==> src/rtl/pipe_hazard_ctrl_pkg.sv <==
// Shared types and constants for the pipeline hazard controller.
package pipe_ctrl_pkg;

  localparam int unsigned REG_IDX_W = 5;
  localparam logic [REG_IDX_W-1:0] REG_X0 = '0;

  typedef enum logic [1:0] {
    ST_RUN      = 2'd0,
    ST_MEM_WAIT = 2'd1,
    ST_ERR      = 2'd2
  } ctrl_state_e;

endpackage

==> src/rtl/pipe_hazard_ctrl_if.sv <==
// Hazard-controller bus: pipeline status in, register enables/flushes and counters out.
interface pipe_hazard_ctrl_if #(
  parameter int unsigned CNT_W = 32
) ();

  logic [pipe_ctrl_pkg::REG_IDX_W-1:0] id_rs1;
  logic [pipe_ctrl_pkg::REG_IDX_W-1:0] id_rs2;
  logic                                id_rs1_used;
  logic                                id_rs2_used;
  logic [pipe_ctrl_pkg::REG_IDX_W-1:0] ex_rd;
  logic                                ex_rd_wren;
  logic                                ex_is_load;
  logic                                ex_br_taken;
  logic                                mem_req;
  logic                                mem_ack;

  logic             pc_en;
  logic             ifid_en;
  logic             idex_en;
  logic             exmem_en;
  logic             ifid_flush;
  logic             idex_flush;
  logic             memwb_bubble;
  logic             mem_err;
  logic [1:0]       state_o;
  logic [CNT_W-1:0] stall_cnt;
  logic [CNT_W-1:0] flush_cnt;

  modport master (
    output id_rs1, id_rs2, id_rs1_used, id_rs2_used, ex_rd, ex_rd_wren,
           ex_is_load, ex_br_taken, mem_req, mem_ack,
    input  pc_en, ifid_en, idex_en, exmem_en, ifid_flush, idex_flush,
           memwb_bubble, mem_err, state_o, stall_cnt, flush_cnt
  );

  modport slave (
    input  id_rs1, id_rs2, id_rs1_used, id_rs2_used, ex_rd, ex_rd_wren,
           ex_is_load, ex_br_taken, mem_req, mem_ack,
    output pc_en, ifid_en, idex_en, exmem_en, ifid_flush, idex_flush,
           memwb_bubble, mem_err, state_o, stall_cnt, flush_cnt
  );

endinterface

==> src/rtl/pipe_hazard_ctrl_load_use_detect.sv <==
// Combinational load-use comparator between the EX load and the ID operands.
module load_use_detect
  import pipe_ctrl_pkg::*;
(
  input  logic [REG_IDX_W-1:0] id_rs1,
  input  logic [REG_IDX_W-1:0] id_rs2,
  input  logic                 id_rs1_used,
  input  logic                 id_rs2_used,
  input  logic [REG_IDX_W-1:0] ex_rd,
  input  logic                 ex_rd_wren,
  input  logic                 ex_is_load,
  output logic                 load_use
);

  logic rs1_hit;
  logic rs2_hit;

  always_comb begin
    rs1_hit  = id_rs1_used && (id_rs1 == ex_rd);
    rs2_hit  = id_rs2_used && (id_rs2 == ex_rd);
    // x0 is never a real producer, so it cannot create a dependency
    load_use = ex_is_load && ex_rd_wren && (ex_rd != REG_X0) && (rs1_hit || rs2_hit);
  end

endmodule

==> src/rtl/pipe_hazard_ctrl.sv <==
// 5-stage pipeline hazard/stall controller: load-use, branch flush, memory wait
// with watchdog, and saturating stall/flush counters.
module pipe_hazard_ctrl
  import pipe_ctrl_pkg::*;
#(
  parameter int unsigned MEM_TIMEOUT = 16,
  parameter int unsigned CNT_W       = 32
) (
  input logic               clk,
  input logic               rst,
  pipe_hazard_ctrl_if.slave bus
);

  localparam int unsigned       WAIT_W    = $clog2(MEM_TIMEOUT + 1);
  localparam logic [WAIT_W-1:0] WAIT_ONE  = WAIT_W'(1);
  localparam logic [WAIT_W-1:0] WAIT_LAST = WAIT_W'(MEM_TIMEOUT - 1);
  localparam logic [CNT_W-1:0]  CNT_ONE   = CNT_W'(1);

  ctrl_state_e       state;
  logic [WAIT_W-1:0] wait_cnt;
  logic [CNT_W-1:0]  stall_cnt_q;
  logic [CNT_W-1:0]  flush_cnt_q;

  logic load_use;
  logic mem_stall;
  logic freeze;
  logic pc_en, ifid_en, idex_en, exmem_en;
  logic ifid_flush, idex_flush, memwb_bubble, mem_err;
  logic do_stall, do_flush;

  load_use_detect u_load_use_detect (
    .id_rs1      (bus.id_rs1),
    .id_rs2      (bus.id_rs2),
    .id_rs1_used (bus.id_rs1_used),
    .id_rs2_used (bus.id_rs2_used),
    .ex_rd       (bus.ex_rd),
    .ex_rd_wren  (bus.ex_rd_wren),
    .ex_is_load  (bus.ex_is_load),
    .load_use    (load_use)
  );

  always_comb begin
    pc_en        = 1'b0;
    ifid_en      = 1'b0;
    idex_en      = 1'b0;
    exmem_en     = 1'b0;
    ifid_flush   = 1'b0;
    idex_flush   = 1'b0;
    memwb_bubble = 1'b0;
    mem_err      = 1'b0;
    do_flush     = 1'b0;
    mem_stall    = bus.mem_req && !bus.mem_ack;
    // the acking MEM_WAIT cycle falls through to the normal RUN decode
    freeze       = ((state == ST_RUN) && mem_stall) ||
                   ((state == ST_MEM_WAIT) && !bus.mem_ack);
    if (rst) begin
      // everything stays low
    end else if (state == ST_ERR) begin
      ifid_flush   = 1'b1;
      idex_flush   = 1'b1;
      memwb_bubble = 1'b1;
      mem_err      = 1'b1;
    end else if (freeze) begin
      memwb_bubble = 1'b1;
    end else if (bus.ex_br_taken) begin
      // branch beats load-use: the stalled instruction is wrong-path anyway
      pc_en      = 1'b1;
      ifid_en    = 1'b1;
      idex_en    = 1'b1;
      exmem_en   = 1'b1;
      ifid_flush = 1'b1;
      idex_flush = 1'b1;
      do_flush   = 1'b1;
    end else if (load_use) begin
      idex_en    = 1'b1;
      idex_flush = 1'b1;
      exmem_en   = 1'b1;
    end else begin
      pc_en    = 1'b1;
      ifid_en  = 1'b1;
      idex_en  = 1'b1;
      exmem_en = 1'b1;
    end
    do_stall = !rst && (state != ST_ERR) && !pc_en;
  end

  always_ff @(posedge clk) begin
    if (rst) begin
      state       <= ST_RUN;
      wait_cnt    <= '0;
      stall_cnt_q <= '0;
      flush_cnt_q <= '0;
    end else begin
      case (state)
        ST_RUN: begin
          if (mem_stall) begin
            state    <= ST_MEM_WAIT;
            wait_cnt <= WAIT_ONE;
          end
        end
        ST_MEM_WAIT: begin
          if (bus.mem_ack) begin
            state    <= ST_RUN;
            wait_cnt <= '0;
          end else if (wait_cnt == WAIT_LAST) begin
            state <= ST_ERR;
          end else begin
            wait_cnt <= wait_cnt + WAIT_ONE;
          end
        end
        ST_ERR: ;
        default: begin
          state    <= ST_RUN;
          wait_cnt <= '0;
        end
      endcase
      if (do_stall && (stall_cnt_q != '1)) stall_cnt_q <= stall_cnt_q + CNT_ONE;
      if (do_flush && (flush_cnt_q != '1)) flush_cnt_q <= flush_cnt_q + CNT_ONE;
    end
  end

  assign bus.pc_en        = pc_en;
  assign bus.ifid_en      = ifid_en;
  assign bus.idex_en      = idex_en;
  assign bus.exmem_en     = exmem_en;
  assign bus.ifid_flush   = ifid_flush;
  assign bus.idex_flush   = idex_flush;
  assign bus.memwb_bubble = memwb_bubble;
  assign bus.mem_err      = mem_err;
  assign bus.state_o      = rst ? 2'b00 : state;
  assign bus.stall_cnt    = rst ? '0 : stall_cnt_q;
  assign bus.flush_cnt    = rst ? '0 : flush_cnt_q;

endmodule
==> src/flat_wrapper.sv <==
// flat-port wrapper written by rule: the top's interface ports become plain ports
module pipe_hazard_ctrl_flat import pipe_ctrl_pkg::*;
#(
  parameter int unsigned MEM_TIMEOUT = 16,
  parameter int unsigned CNT_W       = 32
)
  (clk, rst, bus_id_rs1, bus_id_rs2, bus_id_rs1_used, bus_id_rs2_used, bus_ex_rd, bus_ex_rd_wren, bus_ex_is_load, bus_ex_br_taken, bus_mem_req, bus_mem_ack, bus_pc_en, bus_ifid_en, bus_idex_en, bus_exmem_en, bus_ifid_flush, bus_idex_flush, bus_memwb_bubble, bus_mem_err, bus_state_o, bus_stall_cnt, bus_flush_cnt);
  pipe_hazard_ctrl_if #(.CNT_W(CNT_W)) bus_i ();
  input logic clk;
  input logic rst;
  input wire logic [$bits(bus_i.id_rs1)-1:0] bus_id_rs1;
  input wire logic [$bits(bus_i.id_rs2)-1:0] bus_id_rs2;
  input wire logic [$bits(bus_i.id_rs1_used)-1:0] bus_id_rs1_used;
  input wire logic [$bits(bus_i.id_rs2_used)-1:0] bus_id_rs2_used;
  input wire logic [$bits(bus_i.ex_rd)-1:0] bus_ex_rd;
  input wire logic [$bits(bus_i.ex_rd_wren)-1:0] bus_ex_rd_wren;
  input wire logic [$bits(bus_i.ex_is_load)-1:0] bus_ex_is_load;
  input wire logic [$bits(bus_i.ex_br_taken)-1:0] bus_ex_br_taken;
  input wire logic [$bits(bus_i.mem_req)-1:0] bus_mem_req;
  input wire logic [$bits(bus_i.mem_ack)-1:0] bus_mem_ack;
  output wire logic [$bits(bus_i.pc_en)-1:0] bus_pc_en;
  output wire logic [$bits(bus_i.ifid_en)-1:0] bus_ifid_en;
  output wire logic [$bits(bus_i.idex_en)-1:0] bus_idex_en;
  output wire logic [$bits(bus_i.exmem_en)-1:0] bus_exmem_en;
  output wire logic [$bits(bus_i.ifid_flush)-1:0] bus_ifid_flush;
  output wire logic [$bits(bus_i.idex_flush)-1:0] bus_idex_flush;
  output wire logic [$bits(bus_i.memwb_bubble)-1:0] bus_memwb_bubble;
  output wire logic [$bits(bus_i.mem_err)-1:0] bus_mem_err;
  output wire logic [$bits(bus_i.state_o)-1:0] bus_state_o;
  output wire logic [$bits(bus_i.stall_cnt)-1:0] bus_stall_cnt;
  output wire logic [$bits(bus_i.flush_cnt)-1:0] bus_flush_cnt;
  assign bus_i.id_rs1 = bus_id_rs1;
  assign bus_i.id_rs2 = bus_id_rs2;
  assign bus_i.id_rs1_used = bus_id_rs1_used;
  assign bus_i.id_rs2_used = bus_id_rs2_used;
  assign bus_i.ex_rd = bus_ex_rd;
  assign bus_i.ex_rd_wren = bus_ex_rd_wren;
  assign bus_i.ex_is_load = bus_ex_is_load;
  assign bus_i.ex_br_taken = bus_ex_br_taken;
  assign bus_i.mem_req = bus_mem_req;
  assign bus_i.mem_ack = bus_mem_ack;
  assign bus_pc_en = bus_i.pc_en;
  assign bus_ifid_en = bus_i.ifid_en;
  assign bus_idex_en = bus_i.idex_en;
  assign bus_exmem_en = bus_i.exmem_en;
  assign bus_ifid_flush = bus_i.ifid_flush;
  assign bus_idex_flush = bus_i.idex_flush;
  assign bus_memwb_bubble = bus_i.memwb_bubble;
  assign bus_mem_err = bus_i.mem_err;
  assign bus_state_o = bus_i.state_o;
  assign bus_stall_cnt = bus_i.stall_cnt;
  assign bus_flush_cnt = bus_i.flush_cnt;
  pipe_hazard_ctrl #(.MEM_TIMEOUT(MEM_TIMEOUT), .CNT_W(CNT_W)) u_core (.clk(clk), .rst(rst), .bus(bus_i));
endmodule
==> config.mk <==
export PLATFORM = sky130hd
export DESIGN_NAME = pipe_hazard_ctrl_flat
export DESIGN_NICKNAME = d
export VERILOG_FILES = /design/src/rtl/pipe_hazard_ctrl_pkg.sv /design/src/rtl/pipe_hazard_ctrl_if.sv /design/src/rtl/pipe_hazard_ctrl_load_use_detect.sv /design/src/rtl/pipe_hazard_ctrl.sv /design/src/flat_wrapper.sv
export SDC_FILE = /design/constraint.sdc
export NUM_CORES = 1
export LEC_CHECK = 0
export ABC_AREA = 0
export BUFFER_PORTS_ARGS = -buffer_cell sky130_fd_sc_hd__buf_2
export CORE_ASPECT_RATIO = 1.4
export CORE_MARGIN = 4
export CORE_UTILIZATION = 55
export DETAILED_ROUTE_END_ITERATION = 7
export HOLD_SLACK_MARGIN = 0.12
export PLACE_DENSITY = 0.81
export SLEW_MARGIN = 20
export SYNTH_ARGS = -nofsm -noshare
export SYNTH_HDL_FRONTEND = slang
export SYNTH_HIERARCHICAL = 1
export SYNTH_SLANG_ARGS = --single-unit
==> constraint.sdc <==
create_clock -name clk -period 3.4 [get_ports clk]
set_input_delay 0.17 -clock clk [delete_from_list [all_inputs] [get_ports clk]]
set_output_delay 0.17 -clock clk [all_outputs]
set_load 0.02 [all_outputs]
==> Yosys cells after proc, flatten, opt, wreduce, memory -nomap -nowiden <==
Cells that the tools add are included.
{ "word_totals": {"ff_bits": 71, "input_bits": 24, "out_inout_bits": 74} }
{ "classes": {"n_addsub": 3, "eq_ne": 11, "n_mux": 35, "bitwise": 1, "reduce_logical": 21} }
{ "ops": {"columns": ["operator", "n"], "rows": [
  ["$add A32 B1 Y32 const B", 2],
  ["$mux W32", 2],
  ["$ne A32 B32 Y1 const B", 2],
  ["$mux W1", 24],
  ["$mux W5", 3],
  ["$pmux W5 S3", 1],
  ["$logic_and A1 B1 Y1", 12],
  ["$eq A5 B5 Y1", 2],
  ["$mux W2", 4],
  ["$ne A3 B3 Y1 const B", 2],
  ["$pmux W2 S3", 1],
  ["$reduce_and A3 Y1", 2],
  ["$add A5 B1 Y5 const B", 1],
  ["$eq A5 B4 Y1 const B", 1],
  ["$reduce_bool A5 Y1", 1],
  ["$logic_not A1 Y1", 3],
  ["$eq A2 B1 Y1 const B", 1],
  ["$eq A2 B2 Y1 const B", 1],
  ["$logic_not A2 Y1", 1],
  ["$logic_or A1 B1 Y1", 2],
  ["$ne A2 B1 Y1 const B", 1],
  ["$ne A2 B2 Y1 const B", 1],
  ["$not A1 Y1", 1]
]} }

==> Logic depth before layout (Yosys ltp) <==
Gate-level depths: netlist (run 1).
{ "logic_depth": {"depth_word": 12, "depth_mapped": 10} }

==> Cells and area by module <==
Netlist (run 1), hierarchy kept.
{ "modules_own_cells": {"columns": ["module", "instances", "cells_each", "area_per_inst_um2", "seq_area_each_um2"], "rows": [
  ["pipe_hazard_ctrl", 1, 528, 4116.4, 1421.4],
  ["load_use_detect", 1, 17, 135.1, 0.0]
]} }

==> Least setup slack after synthesis (run 1) <==
No wires, ideal clock.
{ "synth_path": {"path_kind": "input-to-reg", "start": "in bus_ex_rd[2]", "end": "reg u_core.stall_cnt_q[29]", "setup_time_ns": 0.070, "arrival_ns": 2.342, "required_ns": 3.330, "path_slack_ns": 0.987, "cell_stages": 10, "path_buffers": 1, "cell_sequence": "xor2_1 -> nor4_1 -> nand3_1 -> a21oi_1 -> nor2b_1 -> a21oi_1 -> or4_1 -> buf_2 -> or4_1 -> a21oi_1"} }
{ "synth_between": {"elab_chain_len": 12, "word_cells_on_any_way": 16, "classes_between": "eq/ne (2); mux (5); reduce/logical (9)"} }
{ "synth_lines": {"columns": ["item", "line", "rtl"], "rows": [
  ["from (decl)", "flat_wrapper.sv:15", "input wire logic [$bits(bus_i.ex_rd)-1:0] bus_ex_rd;"],
  ["$eq A5 B5 Y1, on equally long branches", "pipe_hazard_ctrl_load_use_detect.sv:19, pipe_hazard_ctrl_load_use_detect.sv:20", null],
  ["$logic_and A1 B1 Y1, on equally long branches", "pipe_hazard_ctrl_load_use_detect.sv:19, pipe_hazard_ctrl_load_use_detect.sv:20", null],
  ["$logic_or A1 B1 Y1", "pipe_hazard_ctrl_load_use_detect.sv:22", "load_use = ex_is_load && ex_rd_wren && (ex_rd != REG_X0) && (rs1_hit || rs2_hit);"],
  ["$logic_and A1 B1 Y1 (*)", "pipe_hazard_ctrl_load_use_detect.sv:22", null],
  ["net u_core.load_use", "pipe_hazard_ctrl.sv:24", "logic load_use;"],
  ["$mux W1 (*)", "pipe_hazard_ctrl.sv:74", "end else if (load_use) begin"],
  ["$mux W1 (*)", "pipe_hazard_ctrl.sv:65", "end else if (bus.ex_br_taken) begin"],
  ["$mux W1 (*)", "pipe_hazard_ctrl.sv:63", "end else if (freeze) begin"],
  ["$mux W1 (*)", "pipe_hazard_ctrl.sv:58", "end else if (state == ST_ERR) begin"],
  ["$mux W1 (*)", "pipe_hazard_ctrl.sv:56", "if (rst) begin"],
  ["$logic_not A1 Y1 (*)", "pipe_hazard_ctrl.sv:84", "do_stall = !rst && (state != ST_ERR) && !pc_en;"],
  ["$logic_and A1 B1 Y1 (*)", "pipe_hazard_ctrl.sv:84", null],
  ["$logic_and A1 B1 Y1 (*)", "pipe_hazard_ctrl.sv:117", "if (do_stall && (stall_cnt_q != '1)) stall_cnt_q <= stall_cnt_q + CNT_ONE;"],
  ["to (signal assigned)", "pipe_hazard_ctrl.sv:117", null],
  ["to (decl)", "pipe_hazard_ctrl.sv:21", "logic [CNT_W-1:0] stall_cnt_q;"]
]} }
Mark *: on every way through the listed nets, which the timed path passes. The rest lies on a longest branch.
A chain may end at the register's enable or synchronous reset.

==> Worst setup path after layout (run 1) <==
{ "layout_path": {"start": "reg u_core.state[0]", "end": "reg u_core.flush_cnt_q[23]"} }
{ "layout_between": {"elab_chain_len": 7, "word_cells_on_any_way": 10, "classes_between": "eq/ne (2); mux (3); reduce/logical (5)"} }
{ "layout_lines": {"columns": ["item", "line", "rtl"], "rows": [
  ["from (decl)", "pipe_hazard_ctrl.sv:19", "ctrl_state_e state;"],
  ["from (signal assigned)", "pipe_hazard_ctrl.sv:89", "state <= ST_RUN;"],
  ["from (signal assigned)", "pipe_hazard_ctrl.sv:97", "state <= ST_MEM_WAIT;"],
  ["from (signal assigned)", "pipe_hazard_ctrl.sv:103", "state <= ST_RUN;"],
  ["$eq A2 B1 Y1 or $logic_not A2 Y1 (tied branches)", "pipe_hazard_ctrl.sv:55, pipe_hazard_ctrl.sv:54", null],
  ["$logic_and A1 B1 Y1, on equally long branches", "pipe_hazard_ctrl.sv:55, pipe_hazard_ctrl.sv:54", null],
  ["$logic_or A1 B1 Y1", "pipe_hazard_ctrl.sv:54", "freeze = ((state == ST_RUN) && mem_stall) ||"],
  ["$mux W1", "pipe_hazard_ctrl.sv:63", null],
  ["$mux W1 (*)", "pipe_hazard_ctrl.sv:58", null],
  ["$mux W1 (*)", "pipe_hazard_ctrl.sv:56", null],
  ["$logic_and A1 B1 Y1 (*)", "pipe_hazard_ctrl.sv:118", "if (do_flush && (flush_cnt_q != '1)) flush_cnt_q <= flush_cnt_q + CNT_ONE;"],
  ["to (signal assigned)", "pipe_hazard_ctrl.sv:118", null],
  ["to (decl)", "pipe_hazard_ctrl.sv:22", "logic [CNT_W-1:0] flush_cnt_q;"]
]} }
Mark *: on every way between the ends. The rest lies on a longest branch, timed or not.

==> results by group, run 1 <==
Setup path
  • Data required time of the worst path: 3630 ps
  • Critical Path Source Type: register
  • Crit path max fanout: 15
  • Arr. time, crit path: about 2800 ps
  • Crit Path Category: register to register
  • CP endpoint kind: register

Power and ir drop
  • Net switching power: 404 uW
  • Peak supply drop: 0.240 mV
  • Leakage dissipation: just under 2 nW
  • P_int: roughly 1.2 mW
  • Comb power frac: 0.074
  • Cell Pwr Density: approximately 320 nW/um^2
  • Switching Fraction: 0.259
  • Clock Power Share: 0.386
  • Reg power frac: 0.540

Detailed routing
  • Vias per std cell: approximately 6
  • Via count: ~4300
  • First-pass detailed-route iteration total: 7
  • Drt first-iter violations: ~240
  • DR WL/cell: about 15 microns
  • DRC: 0
  • Routed Antenna Nets: 0
  • Post-Route WL: 10.6 mm

Final layout
  • Final Cell Area: 4910 sq um
  • Reg area: between 1000 and 1500 sq um
  • N_diodes: 0
  • Share of layout cells above drive strength 1: 0.235
  • Fill cells: roughly 660
  • Nets: between 600 and 700
  • Area delta synth->final: 15.6%
  • Multi-input logic area: ~2600 sq um

Synthesis
  • Syn Std Cell Area: roughly 4300 sq um
  • Gate count after technology mapping: 545
  • Post-Syn Area per Cell: approximately 8 sq um
  • Post-synth EDFFs: 0
  • Ys async rst share: 0
  • Ys flop type: dfxtp_1
  • #FFs+latches synth: between 70 and 80
  • Sequential area share after synthesis: 0.334
  • Netlist cell types: between 50 and 60
  • Mapped Nets: ~570
  • Syn. warnings: 6

Global routing
  • First-pass GRT wire length: ~17 mm
  • Total GRT Usage: 0.230
  • GRT overflow: 0
  • Vias in the first global route: 3907
  • Largest net degree at the start of global routing: about 110
  • Antenna violations before repair: 0

Clocking
  • Worst-Skew Late Latency: around 340 ps
  • Root buffer cell: clkbuf_8
  • # hold bufs at CTS: 0
  • CTS tree: done
  • CTS Buf Count: 9
  • PostCTS Resize Cnt: 0
  • Postcts setup bufs: 0
  • Reg clk slew, reported paths: ~80 ps
  • Clk sinks: between 70 and 80
  • Htree depth: 3
  • CTS Buffer Depth: 2

Place
  • Placer congestion estimate: 0.875
  • Port buffer count: a little under 100
  • DPL Wire Length: between 7 and 8 mm
  • Placed cell areas: around 4700 sq um

Floorplan
  • Starting Density: 0.570
  • Boundary Pins: around 100
  • Die W: between 80 and 90 microns
  • Die area: just over 9000 sq um
  • Die Height: roughly 110 microns
  • Core area: between 7000 and 8000 sq um
  • Row count: 37

Run
  • Max cap viols: 0

Timing
  • F_max: about 390 MHz
  • Final period utilization: 0.762
  • Clock Skew: ~7.3 ps
  • Total negative slack: 0 ps
  • Hold Violations, Final: 0
  • Worst-margin pin slew: 986 ps
  • Minimum clock period after layout: 2590 ps
  • Fin. max-slew vios: 0
  • Relative slew slack: 0.343
  • Endpoints failing setup: 0
  • Unrepaired setup endpoints after global routing: false

Hold path
  • Worst Hold Class: input pin to register

Run status
  • Status: finished, final reports clean
-- per-stage QoR --
| step | total power, mW | setup slack (ps) | cells | hold WS (ps) | util |
|---|---|---|---|---|---|
| after floorplan | 0.938 | 987 | 545 | 362 | - |
| after global placement | 0.971 | 595 | 711 | 466 | 0.636 |
| final | 1.56 | 808 | 726 | 177 | 0.659 |
| after global routing | 1.62 | 588 | 726 | 213 | 0.659 |
| after CTS | 1.57 | 859 | 726 | 167 | 0.659 |
| after detailed placement | 0.975 | 509 | 711 | 481 | 0.636 |
-- critical path: stages, from the launching register on --
cell	delay, ps
dfxtp_1	630
nor2b_1	230
a2111oi_4	660
nand2_2	250
nor4_1	350
mux2_2	370
-- metal layers --
metal,track usage,part of all wire,up-vias
met4,0.0710,0.016,0
met5,0,0,-
li1,-,-,2123
met2,0.400,0.51,142
met3,0.0474,0.060,21
met1,0.277,0.41,1992
-- Yosys cell counts, types with 4 or more instances --
cell type | instances | area [sq um]
or3_1 | 18 | 113
xor2_1 | 11 | 96.3
nand4_1 | 21 | 131
nor4_1 | 11 | 68.8
nor2_1 | 53 | 199
mux2_2 | 25 | 282
o31ai_1 | 12 | 90.1
and4_1 | 7 | 61.3
buf_2 | 6 | 30.0
and3_1 | 5 | 31.3
clkbuf_1 | 17 | 63.8
a21oi_1 | 35 | 175
dfxtp_1 | 71 | 1420
inv_1 | 16 | 60.1
o21ai_0 | 27 | 135
nand3_1 | 31 | 155
and2_1 | 7 | 43.8
nand2_1 | 34 | 128
nor3_1 | 16 | 80.1
nor2b_1 | 59 | 369
or4_1 | 16 | 120
ha_1 | 4 | 50.1
-- power groups by stage --
stage	sequential (mW)	combinational (mW)	clock, mW
final	0.842	0.115	0.603
after global routing	0.842	0.126	0.648
after CTS	0.841	0.115	0.616
after detailed placement	0.861	0.114	0
after global placement	0.861	0.110	0
after floorplan	0.858	0.0799	0
-- flip-flops by register name, summed over array words and instances, names as in the netlist --
signal / cells
u_core/flush_cnt_q: 32
u_core/stall_cnt_q: 32
u_core/state: 2
u_core/wait_cnt: 5
-- placed cells by master, fill, tap and decap left out, drive strengths merged, types with 3 or more instances in the layout --
master,count
a21oi,35
a31oi,3
and2,7
and3,5
and4,7
buf,98
clkbuf,10
dfxtp,71
ha,4
inv,17
mux2,25
nand2,35
nand2b,3
nand3,31
nand4,21
nor2,54
nor2b,59
nor3,16
nor3b,3
nor4,11
o21ai,27
o31ai,12
or2,4
or3,19
or4,16
xor2,11
-- kinds of logic after synthesis --
logic type / synth area share
mux: 0.0686
simple gates: 0.386
flops: 0.334
fa+ha+maj: 0.0118
buf+inv: 0.0436
xor+xnor: 0.0268
compound gates: 0.129
-- final cells by class --
cell class,instances,share of cell area
Clock buffer,10,0.0280
Tap cell,97,0.0247
Timing Repair Buffer,98,0.101
Multi-Input combinational cell,429,0.538
Inverter,16,0.0122
Sequential cell,71,0.289
Clock inverter,5,0.00687
-- worst paths after layout --
kind | startpoint | end | slack [ps] | depth (start not counted)
setup / recovery | u_core/state[0] | u_core/flush_cnt_q[23] | 810 | 5
hold reg to reg | u_core/wait_cnt[1] | u_core/wait_cnt[1] | 490 | 2
hold / removal | bus_mem_req | u_core/state[0] | 180 | 3
setup reg to reg | u_core/state[0] | u_core/flush_cnt_q[23] | 810 | 5
Note: power is estimated with default switching activity, not from simulation.
==> inputs of run 2 (changes only) <==
==> constraint.sdc (replaced) <==
create_clock -name clk -period 2.6 [get_ports clk]
set_input_delay 0.13 -clock clk [delete_from_list [all_inputs] [get_ports clk]]
set_output_delay 0.13 -clock clk [all_outputs]
set_load 0.02 [all_outputs]
==> run 2 against run 1 <==
  * Sequential cell count is the same
  * Via count rose by 0.82%
  * Clock power is 84% higher
  * Critical path depth is 5 higher
  * Count of clock-buffer cells in the layout rose by 1
  * Core utilization rose by 3.0 points
  * First-iteration DRC count down 19%
  * Wire length rose by 1.1%
  * Worst setup slack got worse by 600 ps
  * Non-clock buffer count increased by 17
  * Global-route usage grew 1.3 points
  * Largest cell class unchanged
==> results by group, run 2 (synthesis results as in run 1) <==
Detailed routing
  • Via count: 4313 (was 4278)
  • DRC: 0 (unchanged)
  • First-pass detailed-route iteration total: 4 (was 7)
  • Vias per std cell: 5.80 (was 5.89)
  • Post-Route WL: 10.7 mm (was 10.6 mm)
  • Routed Antenna Nets: 0 (unchanged)
  • DR WL/cell: 14.4 microns (was 14.6 microns)
  • Drt first-iter violations: 193 (was 239)

Clocking
  • Htree depth: 3 (unchanged)
  • Root buffer cell: clkbuf_8 (unchanged)
  • CTS Buf Count: 9 (unchanged)
  • Clk sinks: 71 (unchanged)
  • CTS Buffer Depth: 2 (unchanged)
  • Reg clk slew, reported paths: 70 ps (was 80 ps)
  • # hold bufs at CTS: 0 (unchanged)
  • Worst-Skew Late Latency: 340 ps (about the same)
  • CTS tree: done (unchanged)

Timing
  • Total negative slack: 0 ps (unchanged)
  • Endpoints failing setup: 0 (unchanged)
  • F_max: approximately 420 MHz
  • Hold Violations, Final: 0 (unchanged)
  • Worst-margin pin slew: 1010 ps (was 986 ps)
  • Clock Skew: 10.3 ps (was 7.35 ps)
  • Final period utilization: 0.919
  • Unrepaired setup endpoints after global routing: false (unchanged)
  • Fin. max-slew vios: 0 (unchanged)
  • Final WS setup: 210 ps (was 808 ps)
  • Minimum clock period after layout: around 2400 ps
  • Relative slew slack: 0.326 (was 0.343)

Place
  • Worst slack at placement: -173 ps (was 509 ps)
  • Placer congestion estimate: 0.877 (was 0.875)
  • Placed cells: 728 (was 711)
  • DPL Wire Length: 7.96 mm (was 7.75 mm)
  • Port buffer count: 97 (unchanged)

Setup path
  • Data required time of the worst path: 2830 ps (was 3630 ps)
  • Critical Path Source Type: input pin (was register)
  • Reg-to-reg slack, setup: 290 ps (was 810 ps)
  • CP max-delay cell: or4_1 (was a2111oi_4)
  • Worst reg2reg path startpoint: u_core/stall_cnt_q[0] (was u_core/state[0])
  • Setup crit start: bus_ex_rd[2] (was u_core/state[0])
  • Crit Path Category: input pin to register (was register to register)
  • CP Cell Sequence: buf_2, xor2_1, nor4_1, nand3_1, a21oi_1, nor2b_1, a21oi_1, or4_1, nor3b_1, mux2_2 (was nor2b_1, a2111oi_4, nand2_2, nor4_1, mux2_2)
  • Crit path largest cell delay: 640 ps (was 660 ps)
  • Arr. time, crit path: 2620 ps (was 2820 ps)
  • R2R depth: 7 (was 5)
  • Top delay family on crit path: simple AND/OR/NAND/NOR gates (unchanged)
  • Most frequent CP cell: a21oi_1
  • CP endpoint kind: register (unchanged)
  • RR Endpoint: u_core/stall_cnt_q[9] (was u_core/flush_cnt_q[23])
  • Crit path max fanout: 5 (was 15)
  • Buf+Inv Stages, Crit Path: 1 (was 0)

Floorplan
  • Die area: 9220 sq um (unchanged)
  • Boundary Pins: 98 (unchanged)
  • Starting Density: 0.570 (unchanged)
  • Die Height: 112 microns (unchanged)
  • Die W: 82.3 microns (unchanged)
  • Core area: 7450 sq um (unchanged)
  • Row count: 37 (unchanged)

Final layout
  • Largest registers: u_core/flush_cnt_q x32, u_core/stall_cnt_q x32, u_core/wait_cnt x5 (unchanged)
  • Fin cells: 744 (was 726)
  • Commonest non-fill, non-tap cells in the layout: buf_2, dfxtp_1, nor2b_1 (unchanged)
  • N_diodes: 0 (unchanged)
  • Area delta synth->final: 20.8% (was 15.6%)
  • Most common cell after layout, fill and taps aside: buf_2 (unchanged)
  • Core Util, Final: 0.689 (was 0.659)
  • Share of layout cells above drive strength 1: 0.260 (was 0.235)
  • Nets: 670 (was 653)

Hold path
  • Hold depth: 2 (was 3)
  • Min-Delay Endpoint: u_core/state[1] (was u_core/state[0])
  • Worst Hold Class: input pin to register (unchanged)
  • Hold path startpoint: rst (was bus_mem_req)

Run
  • Max cap viols: 0 (unchanged)

Global routing
  • Largest net degree at the start of global routing: 107 (was 105)
  • Vias in the first global route: 4264 (was 3907)
  • First-pass GRT wire length: 18.4 mm (was 17.3 mm)
  • Total GRT Usage: 0.243 (was 0.230)
  • Antenna violations before repair: 0 (unchanged)
  • GRT overflow: 0 (unchanged)

Power and ir drop
  • Cell Pwr Density: 461 nW/um^2 (was 317 nW/um^2)
  • Peak supply drop: 0.302 mV (was 0.240 mV)
  • Tot Pwr: 2.37 mW (was 1.56 mW)
  • Leakage dissipation: 2.07 nW (was 1.94 nW)

Run status
  • Status: finished, final reports clean (unchanged)
==> run 2: layer usage <==
metal	track usage	part of all wire	vias to the layer above
met5	0	0	-
met4	0.114	0.026	0
met3	0.0490	0.057	30
met2	0.410	0.51	151
met1	0.289	0.41	1976
li1	-	-	2156
==> run 2: what timing repair did <==
item / in CTS / in global routing
hold endpoints to repair: 0 / 0
resized for setup: 0 / 2
setup buffers: 0 / 0
endpoints found under the setup margin: 0 / 6
==> run 2: area by class of cell <==
class | instances | area, sq um
sequential | 71 | 1420
clock buffer | 11 | 151
inverter | 16 | 60.1
tap | 97 | 121
timing repair buffer | 115 | 623
fill | 632 | 2320
clock inverter | 5 | 104
multi-input combinational | 429 | 2660
==> run 2: worst max-delay path by stage <==
stage	cells after the start	slack (ps)	end
2_1_floorplan	10	230	u_core/stall_cnt_q[29]
3_3_place_gp	10	-80	u_core/stall_cnt_q[23]
3_5_place_dp	10	-170	u_core/stall_cnt_q[29]
4_1_cts	10	170	u_core/stall_cnt_q[29]
5_1_grt	10	60	u_core/stall_cnt_q[23]
6_report	10	210	u_core/stall_cnt_q[17]
==> run 2: per-stage QoR <==
| stage | hold WS, ps | area (sq um) |
|---|---|---|
| finish | 150 | 5140 |
| detailed placement | 478 | 4870 |
| CTS | 137 | 5130 |
| global route | 143 | 5140 |
| global placement | 465 | 4870 |
| floorplan | 322 | 4250 |
==> run 2: where the power goes <==
part	internal [mW]	total (mW)	switching [mW]	leakage, nW
Clock	0.690	1.11	0.419	0.130
Sequential	1.09	1.10	0.00719	0.572
Combinational	0.0576	0.159	0.102	1.37
